[config.mk]
export PLATFORM = sky130hd
export DESIGN_NAME = lane_vrf_bank
export DESIGN_NICKNAME = d
export VERILOG_FILES = /design/src/rtl/lane_vrf_bank.sv
export SDC_FILE = /design/constraint.sdc
export NUM_CORES = 1
export LEC_CHECK = 0
export CAP_MARGIN = 20
export CORE_ASPECT_RATIO = 0.7
export CORE_MARGIN = 2
export CORE_UTILIZATION = 45
export CTS_CLUSTER_DIAMETER = 60
export CTS_CLUSTER_SIZE = 14
export DETAILED_ROUTE_END_ITERATION = 8
export HOLD_SLACK_MARGIN = 0.03
export MAX_ROUTING_LAYER = met4
export PLACE_DENSITY = 0.64
export SETUP_SLACK_MARGIN = 0.5
export SYNTH_ARGS = -nofsm -noshare
export SYNTH_HDL_FRONTEND = slang
export SYNTH_SLANG_ARGS = --single-unit
[constraint.sdc]
create_clock -name clk_i -period 5 [get_ports clk_i]
set_input_delay 1.5 -clock clk_i [delete_from_list [all_inputs] [get_ports clk_i]]
set_output_delay 1.5 -clock clk_i [all_outputs]
set_load 0.01 [all_outputs]
[src/rtl/lane_vrf_bank.sv]
// lane_vrf_bank: one lane's slice of the vector register file.
// Two read ports share one element address. There is also one write port.
// After reset the bank clears every entry, one entry per cycle, before it reports ready.
// Optional feature: define LANE_VRF_BANK_BYPASS_EN so that a read of an entry
// being written in the same cycle returns the incoming write data.

`ifndef BSG_SAFE_CLOG2
`define BSG_SAFE_CLOG2(x) (((x) == 1) ? 1 : $clog2(x))
`endif

module lane_vrf_bank #(
    parameter int els_p   = 32,
    parameter int vlen_p  = 8,
    parameter int vdw_p   = 8,
    parameter int lanes_p = 2,
    localparam int depth_lp            = vlen_p / lanes_p,
    localparam int v_addr_width_lp     = `BSG_SAFE_CLOG2(els_p),
    localparam int local_addr_width_lp = `BSG_SAFE_CLOG2(vlen_p),
    localparam int id_width_lp         = `BSG_SAFE_CLOG2(lanes_p)
) (
    input  logic                           clk_i,
    input  logic                           reset_i,
    input  logic [id_width_lp-1:0]         my_id_i,
    output logic                           ready_o,
    input  logic                           r_v_i,
    input  logic [v_addr_width_lp-1:0]     r0_vreg_i,
    input  logic [v_addr_width_lp-1:0]     r1_vreg_i,
    input  logic [local_addr_width_lp-1:0] r_addr_i,
    output logic                           r_v_o,
    output logic [vdw_p-1:0]               r0_data_o,
    output logic [vdw_p-1:0]               r1_data_o,
    input  logic                           w_en_i,
    input  logic [v_addr_width_lp-1:0]     w_vreg_i,
    input  logic [local_addr_width_lp-1:0] w_addr_i,
    input  logic [vdw_p-1:0]               w_data_i,
    output logic                           addr_err_o
);

    localparam int entries_lp     = els_p * depth_lp;
    localparam int entry_width_lp = `BSG_SAFE_CLOG2(entries_lp);
    localparam int lane_shift_lp  = $clog2(lanes_p);

    localparam logic state_init  = 1'b0;
    localparam logic state_ready = 1'b1;

    logic                      state;
    logic [entry_width_lp-1:0] init_cnt;
    logic [vdw_p-1:0]          mem [entries_lp];

    logic [entry_width_lp-1:0] r0_entry, r1_entry, w_entry;
    logic                      r_owned, w_owned;
    logic                      do_write, do_read;
    logic [vdw_p-1:0]          r0_next, r1_next;

    // The element row is the element index with the lane-select bits removed.
    function automatic logic [entry_width_lp-1:0] entry_of(
        input logic [v_addr_width_lp-1:0]     vreg,
        input logic [local_addr_width_lp-1:0] addr
    );
        logic [local_addr_width_lp-1:0] row;
        row = addr >> lane_shift_lp;
        return entry_width_lp'(int'(vreg) * depth_lp + int'(row));
    endfunction

    // A lane owns an element index when the low index bits match its id.
    function automatic logic owned(
        input logic [local_addr_width_lp-1:0] addr,
        input logic [id_width_lp-1:0]         id
    );
        if (lanes_p == 1) return 1'b1;
        return addr[id_width_lp-1:0] == id;
    endfunction

    assign ready_o  = (state == state_ready);
    assign r0_entry = entry_of(r0_vreg_i, r_addr_i);
    assign r1_entry = entry_of(r1_vreg_i, r_addr_i);
    assign w_entry  = entry_of(w_vreg_i, w_addr_i);
    assign r_owned  = owned(r_addr_i, my_id_i);
    assign w_owned  = owned(w_addr_i, my_id_i);
    assign do_write = ready_o && w_en_i && w_owned;
    assign do_read  = ready_o && r_v_i;

    // Select the read data for each port. Unowned reads return zero. The optional
    // bypass forwards write data to a port that reads the entry being written.
    always_comb begin
        r0_next = '0;
        r1_next = '0;
        if (r_owned) begin
            r0_next = mem[r0_entry];
            r1_next = mem[r1_entry];
`ifdef LANE_VRF_BANK_BYPASS_EN
            if (do_write && (w_entry == r0_entry)) r0_next = w_data_i;
            if (do_write && (w_entry == r1_entry)) r1_next = w_data_i;
`endif
        end
    end

    // Sequence INIT: clear one entry per cycle, then move to READY after the last entry.
    always_ff @(posedge clk_i) begin
        if (reset_i) begin
            state    <= state_init;
            init_cnt <= '0;
        end else if (state == state_init) begin
            init_cnt <= init_cnt + 1'b1;
            if (init_cnt == entry_width_lp'(entries_lp - 1)) state <= state_ready;
        end
    end

    // Storage array. During INIT, zero the entry the counter points at. In READY,
    // store owned writes.
    always_ff @(posedge clk_i) begin
        if (state == state_init) mem[init_cnt] <= '0;
        else if (do_write)       mem[w_entry]  <= w_data_i;
    end

    // Register the read response one cycle after the request. The data holds
    // its value between reads.
    always_ff @(posedge clk_i) begin
        if (reset_i) begin
            r_v_o     <= 1'b0;
            r0_data_o <= '0;
            r1_data_o <= '0;
        end else if (do_read) begin
            r_v_o     <= 1'b1;
            r0_data_o <= r0_next;
            r1_data_o <= r1_next;
        end else begin
            r_v_o <= 1'b0;
        end
    end

    // Sticky flag for any read or write to an element index that another lane
    // owns. Only reset clears it.
    always_ff @(posedge clk_i) begin
        if (reset_i)                                            addr_err_o <= 1'b0;
        else if (ready_o && ((w_en_i && !w_owned) || (r_v_i && !r_owned))) addr_err_o <= 1'b1;
    end

endmodule
After elaboration in Yosys (flattened, before gate mapping) --
Memory sizes are Yosys's and may differ from the RTL's. Index checks and enable logic that the tools add are counted.
Storage, ports and cells: memories kept 1, bits in registers 26, memory bits (writable) 1024, input port bits 34
Memories:
- mem | words 128, bits a word 8, read ports 2, clocked after memory_dff 0, wr ports 1, RTL line 48 | logic [vdw_p-1:0] mem [entries_lp];
Cells by class: mux-type cells 12, reductions and logical operators 10, equality and inequality tests 3, add/sub/neg operators 4
Operators by type and width (count):
- 2-to-1 mux 8 bit | 3
- adder 7 x 2 -> 7 bit | 3
- 2-to-1 mux 1 bit | 8
- OR reduction 8 bit | 1
- adder 7 x 1 -> 7 bit (second input constant) | 1
- equality test 7 bit (second input constant) | 1
- 2-to-1 mux 7 bit | 1
- logical AND 1 bit | 6
- equality test 1 bit | 2
- zero test 1 bit | 2
- logical OR 1 bit | 1

Longest topological paths before layout --
Gate-level depths: netlist of run 1.
depth after elaboration 7, depth in mapped cells 12, gate-level depth less buffers 6

Worst setup path before layout of run 1 --
OpenSTA, ideal clock, no wires.
kind input -> register, start input port my_id_i, end memory mem[0][0], data pin, path slack 131 ps, path buffers 3, stages on the path 6, data arrival time 4334 ps, library setup time 535 ps, cells stage by stage xor2_1 nor2_1 buf_2 buf_2 clkbuf_1 and2_1
On the way: longest elaborated chain between the ends 7
RTL lines:
- from (decl) | RTL line 23 | input logic [id_width_lp-1:0] my_id_i,
- equality test 1 bit | RTL line 71 | return addr[id_width_lp-1:0] == id;
- logical AND 1 bit | RTL line 80 | assign do_write = ready_o && w_en_i && w_owned;
- 2-to-1 mux 1 bit | RTL line 113 | else if (do_write) mem[w_entry] <= w_data_i;
- 2-to-1 mux 1 bit | RTL line 112 | if (state == state_init) mem[init_cnt] <= '0;
- 2-to-1 mux 1 bit (implied by the code) | RTL line 113
- OR reduction 8 bit (no source line)
- 2-to-1 mux 8 bit (no source line)
- to (decl) | RTL line 48
No other way between the ends.

Worst setup path in the final report of run 1 --
start input port r_addr_i[1], end register r1_data_o[6]
On the way: longest elaborated chain between the ends 3
RTL lines:
- from (decl) | RTL line 28 | input logic [local_addr_width_lp-1:0] r_addr_i,
- adder 7 x 2 -> 7 bit | RTL line 62 | return entry_width_lp'(int'(vreg) * depth_lp + int'(row));
- memory read (128 x 8 bit)
- 2-to-1 mux 8 bit | RTL line 88 | if (r_owned) begin
- to (signal assigned) | RTL line 126 | r1_data_o <= r1_next;
- to (decl) | RTL line 31 | output logic [vdw_p-1:0] r1_data_o,
No other way between the ends. A chain may end at the register's enable or synchronous reset.

==> results.json, run 1 <==
{
  "outcome": "complete, no violations",
  "cts_buffers": 86,
  "holdCritPathClass": "flip-flop to flip-flop",
  "syn_nets": 2428,
  "whs_endpoint": "addr_err_o$_SDFFE_PP0P_",
  "rsz0062_at_grt": "no",
  "wl_um": 142000,
  "fin_crit_sh": 0.810,
  "setup_tns_ps": 0,
  "yosysUniqueCellTypes": 71,
  "layout-drive-gt1-share": 0.295,
  "synth_flop_cell": "edfxtp_1",
  "worst_slew_pin_slew_ps": 1240,
  "avgSynthCellArea_um2": 19.1,
  "cts_resized": 0,
  "crit_chain": "buf_8, buf_4, mux4_2, a22o_1, a221oi_1, nor3_1, a2111oi_0, buf_4, o41ai_1",
  "worstHoldStart": "addr_err_o$_SDFFE_PP0P_",
  "viasPerCell": 6.63,
  "final_hold_viol_count": 0,
  "finalClockSkew_ps": 40.7,
  "syn_to_final_growth_pct": 13.5,
  "ys_seq_area_frac": 0.685,
  "cts_tree": "yes",
  "cts_sinks": 1050,
  "first_global_vias": 25700,
  "final_common_cell": "edfxtp_1",
  "antenna_found_initial": 7,
  "cap_violations": 0,
  "hpwl_um": 97100,
  "cts-root-buf": "clkbuf_16",
  "ys_ff_latch": 1050,
  "grt_pass1_wl_um": 200000,
  "ios": 53,
  "drcViolationCount": 0,
  "end_kind": "flip-flop",
  "wl_per_cell_um": 35.3,
  "reg2reg_from": "ready_o$_SDFF_PP0_",
  "detail-route-antenna-nets": 0,
  "vias": 26600,
  "crit_path_max_incr_delay_ps": 750,
  "period_minus_slack_ps": 4050,
  "cpLargestDelayFamily": "compound AO/OA/AOI/OAI gates",
  "die_h_um": 271,
  "cellLeakagePower_nw": 18.2,
  "cp.required_ps": 5570,
  "cp-start-kind": "primary input",
  "path_max_fanout": 43,
  "slew_headroom": 0.170,
  "worstPathArrival_ps": 4620,
  "syn_inst": 2393,
  "cp_num_buf_inv": 3,
  "port_buffers": 52,
  "timing.fmax_mhz": 247,
  "critPathSlowestCell": "a2111oi_0",
  "insertion_delay_ps": 700,
  "synthTopCellsByArea": "edfxtp_1 (67%), mux4_2 (18%), mux2i_1 (2.0%)",
  "synth_edf_count": 1024,
  "groute.usage.overall": 0.282,
  "rows": 97,
  "peakVddDrop_mv": 0.353,
  "drtIter0Drc": 4400,
  "nNetsFinal": 2671,
  "hold_depth": 2,
  "initial_core_util": 0.455,
  "critPathLaunch": "r_addr_i[1]",
  "clockBufferDepth": 3,
  "r2r-end": "mem[113][2]$_DFFE_PP_",
  "htree_levels": 3,
  "synth_top_area_share": 0.673,
  "clk_pin_slew_worst_paths_ps": 80,
  "gp_congestion": 0.988,
  "crit_type": "primary input to flip-flop",
  "r2r_cells": 9,
  "powerDensity_nw_per_um2": 327,
  "grt_max_degree": 129,
  "synthArstFlopShare": 0,
  "synth_area_um2": 45700,
  "drv_slew": 0,
  "ctsHoldBuffers": 0,
  "fp.dieW_um": 385,
  "layout_common_cells": "edfxtp_1 (1024), mux4_2 (371), buf_4 (240)",
  "post_cts_buffers": 0,
  "overflow": 0,
  "setup_violations": 0,
  "ff2ff_setup_slack_ps": 1820,
  "holdWs_ps": 535,
  "postLayoutCoreUtil": 0.516,
  "synth_top_cell_by_area": "edfxtp_1",
  "synth_warnings": 0,
  "dieArea_um2": 104000,
  "coreArea_um2": 100000,
  "crit_top_cell": "buf_4",
  "firstDrtPassIters": 6
}
==> sequential cells by signal, indices dropped and copies added (netlist names) <==
signal / cells
mem: 1024
r0_data_o: 8
r1_data_o: 8
init_cnt: 7
addr_err_o: 1
r_v_o: 1
ready_o: 1
==> where the power goes <==
| group | internal [W] | total [W] | switching [W] |
|---|---|---|---|
| combinational | 0.000438 | 0.00111 | 0.000672 |
| clock | 0.00323 | 0.00627 | 0.00304 |
| sequential | 0.00953 | 0.00954 | 0.0000134 |
==> logic make-up (layout without fill, tap and decap cells) <==
family | count (synthesis) | after routing | synth area share
flops | 1050 | 1050 | 0.685
mux | 487 | 487 | 0.212
simple gates | 423 | 423 | 0.0420
compound gates | 246 | 246 | 0.0380
buf+inv | 179 | 462 | 0.0218
xor+xnor | 7 | 7 | 0.00134
fa+ha+maj | 1 | 1 | 0.000274
other cells | 0 | 4 | 0
==> per-stage QoR <==
step	power, W	worst slack (ps)	area, um^2	instances
2_1_floorplan	0.0104	1030	45700	2393
3_3_place_gp	0.0108	411	49400	3884
3_5_place_dp	0.0108	347	49400	3884
4_1_cts	0.0170	1070	51800	4012
5_1_grt	0.0174	943	51800	4016
6_report	0.0169	949	51800	4016
==> worst max path at each step <==
stage                                end  slack, ps  cells after the start
6_report       r1_data_o[6]$_SDFFE_PP0P_        950                      9
5_1_grt             mem[81][0]$_DFFE_PP_        940                      8
4_1_cts             mem[81][2]$_DFFE_PP_       1070                      8
3_5_place_dp   r1_data_o[6]$_SDFFE_PP0P_        350                      9
3_3_place_gp        mem[81][2]$_DFFE_PP_        410                      8
2_1_floorplan        mem[0][0]$_DFFE_PP_       1030                      6
==> layer usage <==
| layer | vias to the layer above | share of wire | track usage | routed length (um) |
|---|---|---|---|---|
| li1 | 10500 | - | - | - |
| met1 | 14000 | 0.41 | 0.421 | 58800 |
| met2 | 1927 | 0.41 | 0.368 | 58300 |
| met3 | 219 | 0.15 | 0.104 | 21100 |
| met4 | 0 | 0.025 | 0.0621 | 3480 |
| met5 | - | 0 | - | 0 |
==> synthesized netlist by cell type, types with 14 or more instances <==
master and instances:
edfxtp_1 1024, mux4_2 371, nor2_1 154, nand2_1 127, mux2i_1 89, clkbuf_1 65, nand3_1 48, buf_2 40
a21oi_1 37, o21ai_0 32, a22oi_1 30, buf_4 28, dfxtp_1 26, mux2_2 19, a211oi_1 18, buf_6 18
nor2b_1 18, a221oi_1 16, and2_1 16, a32oi_1 14, o22ai_1 14
==> worst reg2reg max path, cell delays in order, from the launching register on <==
cell      delay, ps
dfxtp_1         660
nand2_1         290
nor2_2          320
buf_12          210
nand3_1          90
o21ai_0         110
buf_4           180
nand2b_1         60
buf_4           180
nor2_1          700
==> layout make-up <==
class / instances / area, um^2
Multi-Input combinational cell: 1164 / 13500
Timing Repair Buffer: 322 / 2950
Clock inverter: 9 / 83.8
Antenna cell: 4 / 10.0
Tap cell: 1336 / 1670
Fill cell: 7845 / 48600
Clock buffer: 119 / 2330
Inverter: 12 / 45.0
Sequential cell: 1050 / 31300
Note: power is estimated with default switching activity, not from simulation.
==> run 2: changes to the inputs <==
--- a/config.mk
+++ b/config.mk
@@ -14,7 +14,7 @@
 export DETAILED_ROUTE_END_ITERATION = 8
 export HOLD_SLACK_MARGIN = 0.03
 export MAX_ROUTING_LAYER = met4
-export PLACE_DENSITY = 0.64
+export PLACE_DENSITY = 0.61
 export SETUP_SLACK_MARGIN = 0.5
 export SYNTH_ARGS = -nofsm -noshare
 export SYNTH_HDL_FRONTEND = slang
==> constraint.sdc (replaced) <==
create_clock -name clk_i -period 4.2 [get_ports clk_i]
set_input_delay 1.26 -clock clk_i [delete_from_list [all_inputs] [get_ports clk_i]]
set_output_delay 1.26 -clock clk_i [all_outputs]
set_load 0.01 [all_outputs]
==> results.json, run 2 (same netlist as run 1, synthesis figures left out) <==
{
  "outcome": "complete, no violations",
  "wl_per_cell_um": 35.9,
  "setup_violations": 0,
  "reg2reg_from": "mem[69][6]$_DFFE_PP_",
  "gp_congestion": 0.998,
  "viasPerCell": 6.64,
  "cp.required_ps": 4760,
  "whs_endpoint": "addr_err_o$_SDFFE_PP0P_",
  "dieArea_um2": 104000,
  "hpwl_um": 101000,
  "powerDensity_nw_per_um2": 390,
  "port_buffers": 52,
  "holdWs_ps": 528,
  "clk_pin_slew_worst_paths_ps": 70,
  "place_area_um2": 49800,
  "setup_tns_ps": 0,
  "nNetsFinal": 2724,
  "cts_tree": "yes",
  "rsz0062_at_grt": "no",
  "crit_type": "primary input to flip-flop",
  "die_h_um": 271,
  "top_regs": "mem (1024), r0_data_o (8), r1_data_o (8)",
  "vias": 27000,
  "groute.usage.overall": 0.291,
  "ios": 53,
  "regArea_um2": 31300,
  "ff2ff_setup_slack_ps": 1090,
  "rows": 97,
  "cp-start-kind": "primary input",
  "wl_um": 146000,
  "end_kind": "flip-flop",
  "timing.fmax_mhz": 271,
  "worstPathArrival_ps": 4250,
  "grt_max_degree": 129,
  "detail-route-antenna-nets": 0,
  "htree_levels": 3,
  "final_common_cell": "edfxtp_1",
  "drv_slew": 0,
  "firstDrtPassIters": 8,
  "cts-root-buf": "clkbuf_16",
  "cap_violations": 0,
  "fin_crit_sh": 0.878,
  "crit_chain": "buf_8, buf_4, mux4_2, a221oi_1, a211oi_1, a2111oi_1, buf_4, o41ai_1",
  "num-fill-cells": 7890,
  "drcViolationCount": 0,
  "layout.cells.non_filler": 4069,
  "peakVddDrop_mv": 0.328,
  "layout-drive-gt1-share": 0.309,
  "syn_to_final_growth_pct": 14.5,
  "worst_slew_pin_slew_ps": 963,
  "postLayoutCoreUtil": 0.521,
  "cellLeakagePower_nw": 18.4,
  "dp_cells": 3935,
  "largest_register_ffs": 1024,
  "cts_buffers": 88,
  "top_register": "mem",
  "clockBufferDepth": 3,
  "r2r-end": "r1_data_o[6]$_SDFFE_PP0P_",
  "hold_depth": 2,
  "drtIter0Drc": 4463,
  "antenna_found_initial": 3,
  "r2r_cells": 7,
  "finalClockSkew_ps": 27.6,
  "slew_headroom": 0.356,
  "final_hold_viol_count": 0,
  "coreArea_um2": 100000,
  "fp.dieW_um": 385,
  "first_global_vias": 25700,
  "initial_core_util": 0.455,
  "layout_common_cells": "edfxtp_1 (1024), mux4_2 (371), buf_4 (288)",
  "crit_path_max_incr_delay_ps": 840,
  "cts_sinks": 1050,
  "worstHoldStart": "addr_err_o$_SDFFE_PP0P_",
  "grt_pass1_wl_um": 205000,
  "critPathSlowestCell": "a2111oi_1",
  "fin_area_um2": 52300,
  "multi_input_area_um2": 13400,
  "crit_top_cell": "buf_4",
  "overflow": 0,
  "ctsHoldBuffers": 0,
  "insertion_delay_ps": 700,
  "path_max_fanout": 20,
  "period_minus_slack_ps": 3690,
  "holdCritPathClass": "flip-flop to flip-flop"
}
==> run 2: changes by cell type in the layout (fill, tap and decap cells not counted), sizes merged <==
cell	change
clkbuf	+2
clkinvlp	-2
buf	+51
diode	-2
clkinv	-1
inv	+5
==> run 2: worst max-delay path, delay by kind of cell <==
kind | cells | cell delay, ps
AOI/OAI and AO/OA | 4 | 1480
muxes | 1 | 630
buffers and inverters | 3 | 840
==> run 2: per-stage QoR <==
step / setup slack [ps] / total power [W]
after CTS: 605 / 0.0205
final: 513 / 0.0204
after detailed placement: -126 / 0.0129
after global placement: -14.7 / 0.0129
after floorplan: 466 / 0.0124
after global routing: 576 / 0.0209
==> run 2: layout make-up <==
cell class              instances  share of cell area
multi-input cells            1164               0.257
flip-flops and latches       1050               0.598
repair buffers                373              0.0644
well taps                    1336              0.0320
inverters                      12            0.000861
clock buffers                 121              0.0459
clock inverters                11             0.00179
diodes                          2           0.0000957
==> run 2: how the worst max path moves through the flow <==
stage / from / endpoint / slack [ps]
3_5_place_dp: r_addr_i[1] / r1_data_o[6]$_SDFFE_PP0P_ / -130
2_1_floorplan: my_id_i / mem[0][0]$_DFFE_PP_ / 470
5_1_grt: r_addr_i[1] / r1_data_o[6]$_SDFFE_PP0P_ / 580
3_3_place_gp: r_addr_i[1] / r1_data_o[6]$_SDFFE_PP0P_ / -10
6_report: r_addr_i[1] / r1_data_o[6]$_SDFFE_PP0P_ / 510
4_1_cts: r_addr_i[1] / r1_data_o[6]$_SDFFE_PP0P_ / 610
==> run 2: layer usage <==
metal	GRT usage	vias to the layer above	wire length, um
met5	-	-	0
met4	0.0589	0	2840
met3	0.0873	196	19800
met2	0.380	1890	61000
met1	0.450	14300	62400
li1	-	10600	-
==> run 2: timing repair <==
| action | CTS | global route |
|---|---|---|
| endpoints found under the setup margin | 0 | 1 |
| hold endpoints to repair | 0 | 0 |
| gates resized for setup | 0 | 1 |
| setup buffers | 0 | 0 |
==> run 2: where the power goes <==
part	leakage [nW]	switching (W)	internal [W]
Sequential	11.1	0.0000153	0.0113
Combinational	6.13	0.000819	0.000548
Clock	1.21	0.00370	0.00398
==> variant 1 (settings of run 2) <==
Put one more register stage on the output `addr_err_o`, with the module's reset. The value now appears one clock later. The other outputs are not delayed to match.
--- a/src/rtl/lane_vrf_bank.sv
+++ b/src/rtl/lane_vrf_bank.sv
@@ -42,6 +42,8 @@
 
     localparam logic state_init  = 1'b0;
     localparam logic state_ready = 1'b1;
+
+    logic addr_err_s0;
 
     logic                      state;
     logic [entry_width_lp-1:0] init_cnt;
@@ -132,8 +134,16 @@
     // Sticky flag for any read or write to an element index that another lane
     // owns. Only reset clears it.
     always_ff @(posedge clk_i) begin
-        if (reset_i)                                            addr_err_o <= 1'b0;
-        else if (ready_o && ((w_en_i && !w_owned) || (r_v_i && !r_owned))) addr_err_o <= 1'b1;
+        if (reset_i)                                            addr_err_s0 <= 1'b0;
+        else if (ready_o && ((w_en_i && !w_owned) || (r_v_i && !r_owned))) addr_err_s0 <= 1'b1;
+    end
+
+    always_ff @(posedge clk_i) begin
+        if (reset_i) begin
+            addr_err_o <= '0;
+        end else begin
+            addr_err_o <= addr_err_s0;
+        end
     end
 
 endmodule
Formal check against the unedited RTL: same outputs for any inputs over 4 cycles, from zero or initial values and one cycle with reset_i high; that may be too few to reach the edited logic, so the function may still have changed.
==> variant 1 against run 2 <==
Clock skew shrank 0.0011 ns. Synthesized area grew 2.0%. Critical path type unchanged. Sequential share of layout area is 1.3 points lower. Worst setup slack improved by 0.050 ns. Synthesized cell count shrank 1.2%. Register-to-register slack lost 0.11 ns. Sequential cell count increased by 1. Design area rose by 2.3%. Routed wire length is 0.90% lower. Worst hold slack got worse by 0.049 ns. Cell count is 0.27% higher. Total power grew 0.76%. Non-clock buffer count grew 12.
==> variant 1: results (changes against run 2) <==
cts-resized-gates: 1  # was 0
cp_max_fo: 31  # was 20
synth_mux_area_share_pct: 23.74  # was 21.18%
min-delay-start: "addr_err_s0"  # was addr_err_o
power.leakage_nw: 19.01  # was 18.44 nW
num-clock-buffers: 134  # was 121
multi_input_comb_cells: 1146  # was 1164
r2r_slack_ns: 0.98  # was 1.09 ns
num-nonclk-inverters: 5  # was 12
routed_wl_um: 144800  # was 146100 um
hold_ws_ns: 0.4791  # was 0.5280 ns
pre_cts_ws_ns: -0.2312  # was -0.1258 ns
synthAdderAreaFrac_pct: 0.02686  # was 0.02740%
syn_area_per_cell_um2: 19.70  # was 19.08 um^2
worstHoldEndpoint: "addr_err_o"  # unchanged
hold_path_depth: 1  # was 2
seqCellArea_um2: 31290  # was 31270 um^2
ir_drop_mv: 0.3303  # was 0.3281 mV
grt_pass1_wl_um: 204700  # was 204500 um
status: "complete, no violations"  # unchanged
ys_ff_latch: 1051  # was 1050
drt-wirelength-per-cell_um: 35.49  # was 35.90 um
cpPeakStageDelay_ns: 0.74  # was 0.84 ns
skew_ns: 0.02658  # was 0.02765 ns
synth.distinct_cells: 72  # was 71
layout.nets: 2711  # was 2724
grt_util_all_layers_pct: 28.40  # was 29.13%
gp_congestion: 0.9929  # was 0.9980
rr_startpoint: "ready_o"  # was mem[69][6]
buffers: 385  # was 373
viasPerCell: 6.590  # was 6.637
ys_seq_area_share_pct: 67.17  # was 68.48%
cp.arrival_ns: 4.21  # was 4.25 ns
grt_pass1_vias: 26190  # was 25690
-- variant 1: cell count changes in the layout (fill, tap and decap cells not counted), sizes merged, moves of 13 or more --
cell	run 2	this run
a21oi	37	21
mux2i	89	108
buf	329	343
nand3	48	18
clkbuf	121	134
mux4	379	432
nand2	127	90
inv	18	5
a22oi	30	7
-- variant 1: kinds of logic after synthesis --
group	after synthesis
buffers and inverters	167
AND/OR/NAND/NOR	379
XOR/XNOR	7
adder cells (fa/ha/maj)	1
AO/OA/AOI/OAI	197
multiplexers	562
flip-flops	1051
-- variant 1: worst max-delay path by stage --
stage,from,to,slack (ns),depth (start not counted)
6_report,r_addr_i[2],r1_data_o[3],0.56,9
3_3_place_gp,r_addr_i[2],r1_data_o[3],-0.28,9
5_1_grt,my_id_i,mem[46][1],0.52,9
2_1_floorplan,my_id_i,mem[76][0],0.52,6
4_1_cts,r_addr_i[1],r1_data_o[1],0.51,10
3_5_place_dp,my_id_i,mem[105][3],-0.23,10
-- variant 1: through the flow --
stage          total power [mW]  utilization (%)  area, um^2  TNS (ns)
3_5_place_dp              12.98            49.75       50940    -5.846
5_1_grt                   21.08            52.27       53510         0
2_1_floorplan             12.41                -       46600         0
4_1_cts                   20.64            52.25       53500         0
6_report                  20.56            52.27       53510         0
3_3_place_gp              12.97            49.75       50940    -3.591
-- variant 1: power by group through the flow --
stage	registers [mW]	logic, mW	clock network (mW)
after floorplan	11.6	0.821	0
after global placement	11.6	1.38	0
after detailed placement	11.6	1.39	0
after CTS	11.4	1.39	7.89
after global routing	11.4	1.47	8.26
final	11.4	1.42	7.78
-- variant 1: metal layers --
metal  global-route usage, %  share of wire [%]  vias up
met5                       -                  0        -
met4                   5.191                1.8        0
met3                   9.512                 14      170
met2                   35.83                 40     1821
met1                   44.44                 44    14290
li1                        -                  -    10610
==> variant 2 (settings of run 2) <==
Made on the original files. Set the parameter `lanes_p` to 4 (it was 2).
--- a/src/rtl/lane_vrf_bank.sv
+++ b/src/rtl/lane_vrf_bank.sv
@@ -12,7 +12,7 @@
     parameter int els_p   = 32,
     parameter int vlen_p  = 8,
     parameter int vdw_p   = 8,
-    parameter int lanes_p = 2,
+    parameter int lanes_p = 4,
     localparam int depth_lp            = vlen_p / lanes_p,
     localparam int v_addr_width_lp     = `BSG_SAFE_CLOG2(els_p),
     localparam int local_addr_width_lp = `BSG_SAFE_CLOG2(vlen_p),
Interface: changed (resized my_id_i); port bits go from 53 to 54. No check against the original RTL was run, so the function may have changed too.
==> variant 2 against run 2 <==
Maximum frequency grew 2.0%. Sequential cell count shrank 513. Largest power group unchanged. Total power shrank 47%. Design area shrank 44%. Register-to-register slack gained 0.34 ns. Worst setup slack gained 0.074 ns. Routed wire length shrank 45%. Synthesized cell count shrank 39%. Synthesized area shrank 44%. Combinational power shrank 39%. Utilization shrank 0.33 points.
==> variant 2: results (changes against run 2) <==
gp_congestion: 0.9697  # was 0.9980
cts-htree-levels: 2  # was 3
status: "complete, no violations"  # unchanged
grt_max_degree: 65  # was 129
synth_common_cells: "edfxtp_1 (512), mux4_2 (231), nor2_1 (121), nand2_1 (81), mux2i_1 (77)"  # was edfxtp_1 (1024), mux4_2 (371), nor2_1 (154), nand2_1 (127), mux2i_1 (89)
power.leakage_nw: 10.44  # was 18.44 nW
synth_edf_count: 512  # was 1024
routed_wl_um: 80210  # was 146100 um
worst_slew_pin_slew_ns: 1.092  # was 0.9627 ns
synth_nets: 1498  # was 2428
cp.arrival_ns: 3.95  # was 4.25 ns
synth_xor_area_share_pct: 0.2733  # was 0.1343%
dp_hpwl_um: 56770  # was 101300 um
cp_max_fo: 28  # was 20
synth_mux_area_share_pct: 24.36  # was 21.18%
synth.top_cells.by_area: "edfxtp_1 (60%), mux4_2 (20%), mux2i_1 (3.0%), dfxtp_1 (2.0%), nor2_1 (1.8%)"  # was edfxtp_1 (67%), mux4_2 (18%), mux2i_1 (2.0%), nor2_1 (1.3%), dfxtp_1 (1.1%)
layout.nets: 1674  # was 2724
path_delay_family: "buffers and inverters"  # was compound AO/OA/AOI/OAI gates
grt_util_all_layers_pct: 28.68  # was 29.13%
drive_above_1_share_pct: 30.02  # was 30.87%
synth.distinct_cells: 69  # was 71
clk_latency_ns: 0.60  # was 0.70 ns
viasPerCell: 6.581  # was 6.637
synthAdderAreaFrac_pct: 0.04880  # was 0.02740%
skew_ns: 0.01830  # was 0.02765 ns
synth_compound_area_share_pct: 4.743  # was 3.800%
numCtsBuffers: 47  # was 88
n_fill_cell: 4558  # was 7890
crit_slowest_cell: "o21bai_1"  # was a2111oi_1
cpPeakStageDelay_ns: 0.54  # was 0.84 ns
swShare_pct: 22.95  # was 22.24%
grt_pass1_vias: 15270  # was 25690
drtIter0Drc: 2345  # was 4463
==> variant 2: cell types whose count changed in the layout (fill, tap and decap cells not counted), sizes merged, moves of 15 or more <==
cell	run 2	this run
mux4	379	238
nand3	48	18
edfxtp	1024	512
a22oi	30	15
clkbuf	121	69
nor2	154	121
nand2	127	81
buf	329	182
==> variant 2: tightest hold or removal path, stage by stage, from the launching register on <==
cell and delay (ns):
dfxtp_1 0.33, a311oi_1 0.05, nor2_1 0.07
==> variant 2: per-stage QoR <==
step | cells | util, % | setup WS [ns]
after floorplan | 1462 | - | 0.6879
after global placement | 2339 | 49.30 | -0.05856
after detailed placement | 2339 | 49.30 | -0.1037
after CTS | 2419 | 51.73 | 0.5172
after global routing | 2421 | 51.77 | 0.4799
final | 2421 | 51.77 | 0.5871
==> variant 2: worst paths after layout <==
path	depth (start not counted)	slack (ns)	startpoint	endpoint
worst max register to register	9	1.43	ready_o	mem[12][6]
worst max-delay path	10	0.59	my_id_i[1]	mem[12][6]
worst min register to register	2	0.48	addr_err_o	addr_err_o
worst min-delay path	2	0.48	addr_err_o	addr_err_o
==> variant 2: power groups by stage <==
stage          clock (mW)  combinational, mW  sequential (mW)
2_1_floorplan           0              0.519             5.93
3_3_place_gp            0              0.813             5.94
3_5_place_dp            0              0.818             5.94
4_1_cts              4.20              0.821             5.82
5_1_grt              4.41              0.873             5.82
6_report             4.14              0.836             5.82
==> variant 2: metal layers <==
layer / wire length [um] / GRT usage (%) / part of all wire, %
met1: 34620 / 43.51 / 43
met4: 1687 / 6.130 / 2.1
met3: 11320 / 10.09 / 14
met2: 32580 / 36.93 / 41
met5: 0 / - / 0
==> variant 2: layout make-up <==
| cell class | count | area (um^2) | share of cell area [%] |
|---|---|---|---|
| flip-flops and latches | 537 | 15880 | 54.24 |
| multi-input cells | 818 | 9041 | 30.89 |
| repair buffers | 228 | 2014 | 6.882 |
| clock buffers | 69 | 1259 | 4.300 |
| well taps | 750 | 938.4 | 3.206 |
| clock inverters | 11 | 115.1 | 0.3933 |
| inverters | 6 | 22.52 | 0.07694 |
| diodes | 2 | 5.005 | 0.01710 |
==> variant 2: kinds of logic after synthesis <==
kind of cell / after synthesis
AO/OA/AOI/OAI: 171
multiplexers: 323
AND/OR/NAND/NOR: 315
adder cells (fa/ha/maj): 1
flip-flops: 537
buffers and inverters: 107
XOR/XNOR: 8
==> variant 2: timing repair <==
action | CTS | global route
resized for setup | 0 | 7
hold buffers | 0 | 0
setup endpoints to repair | 0 | 56
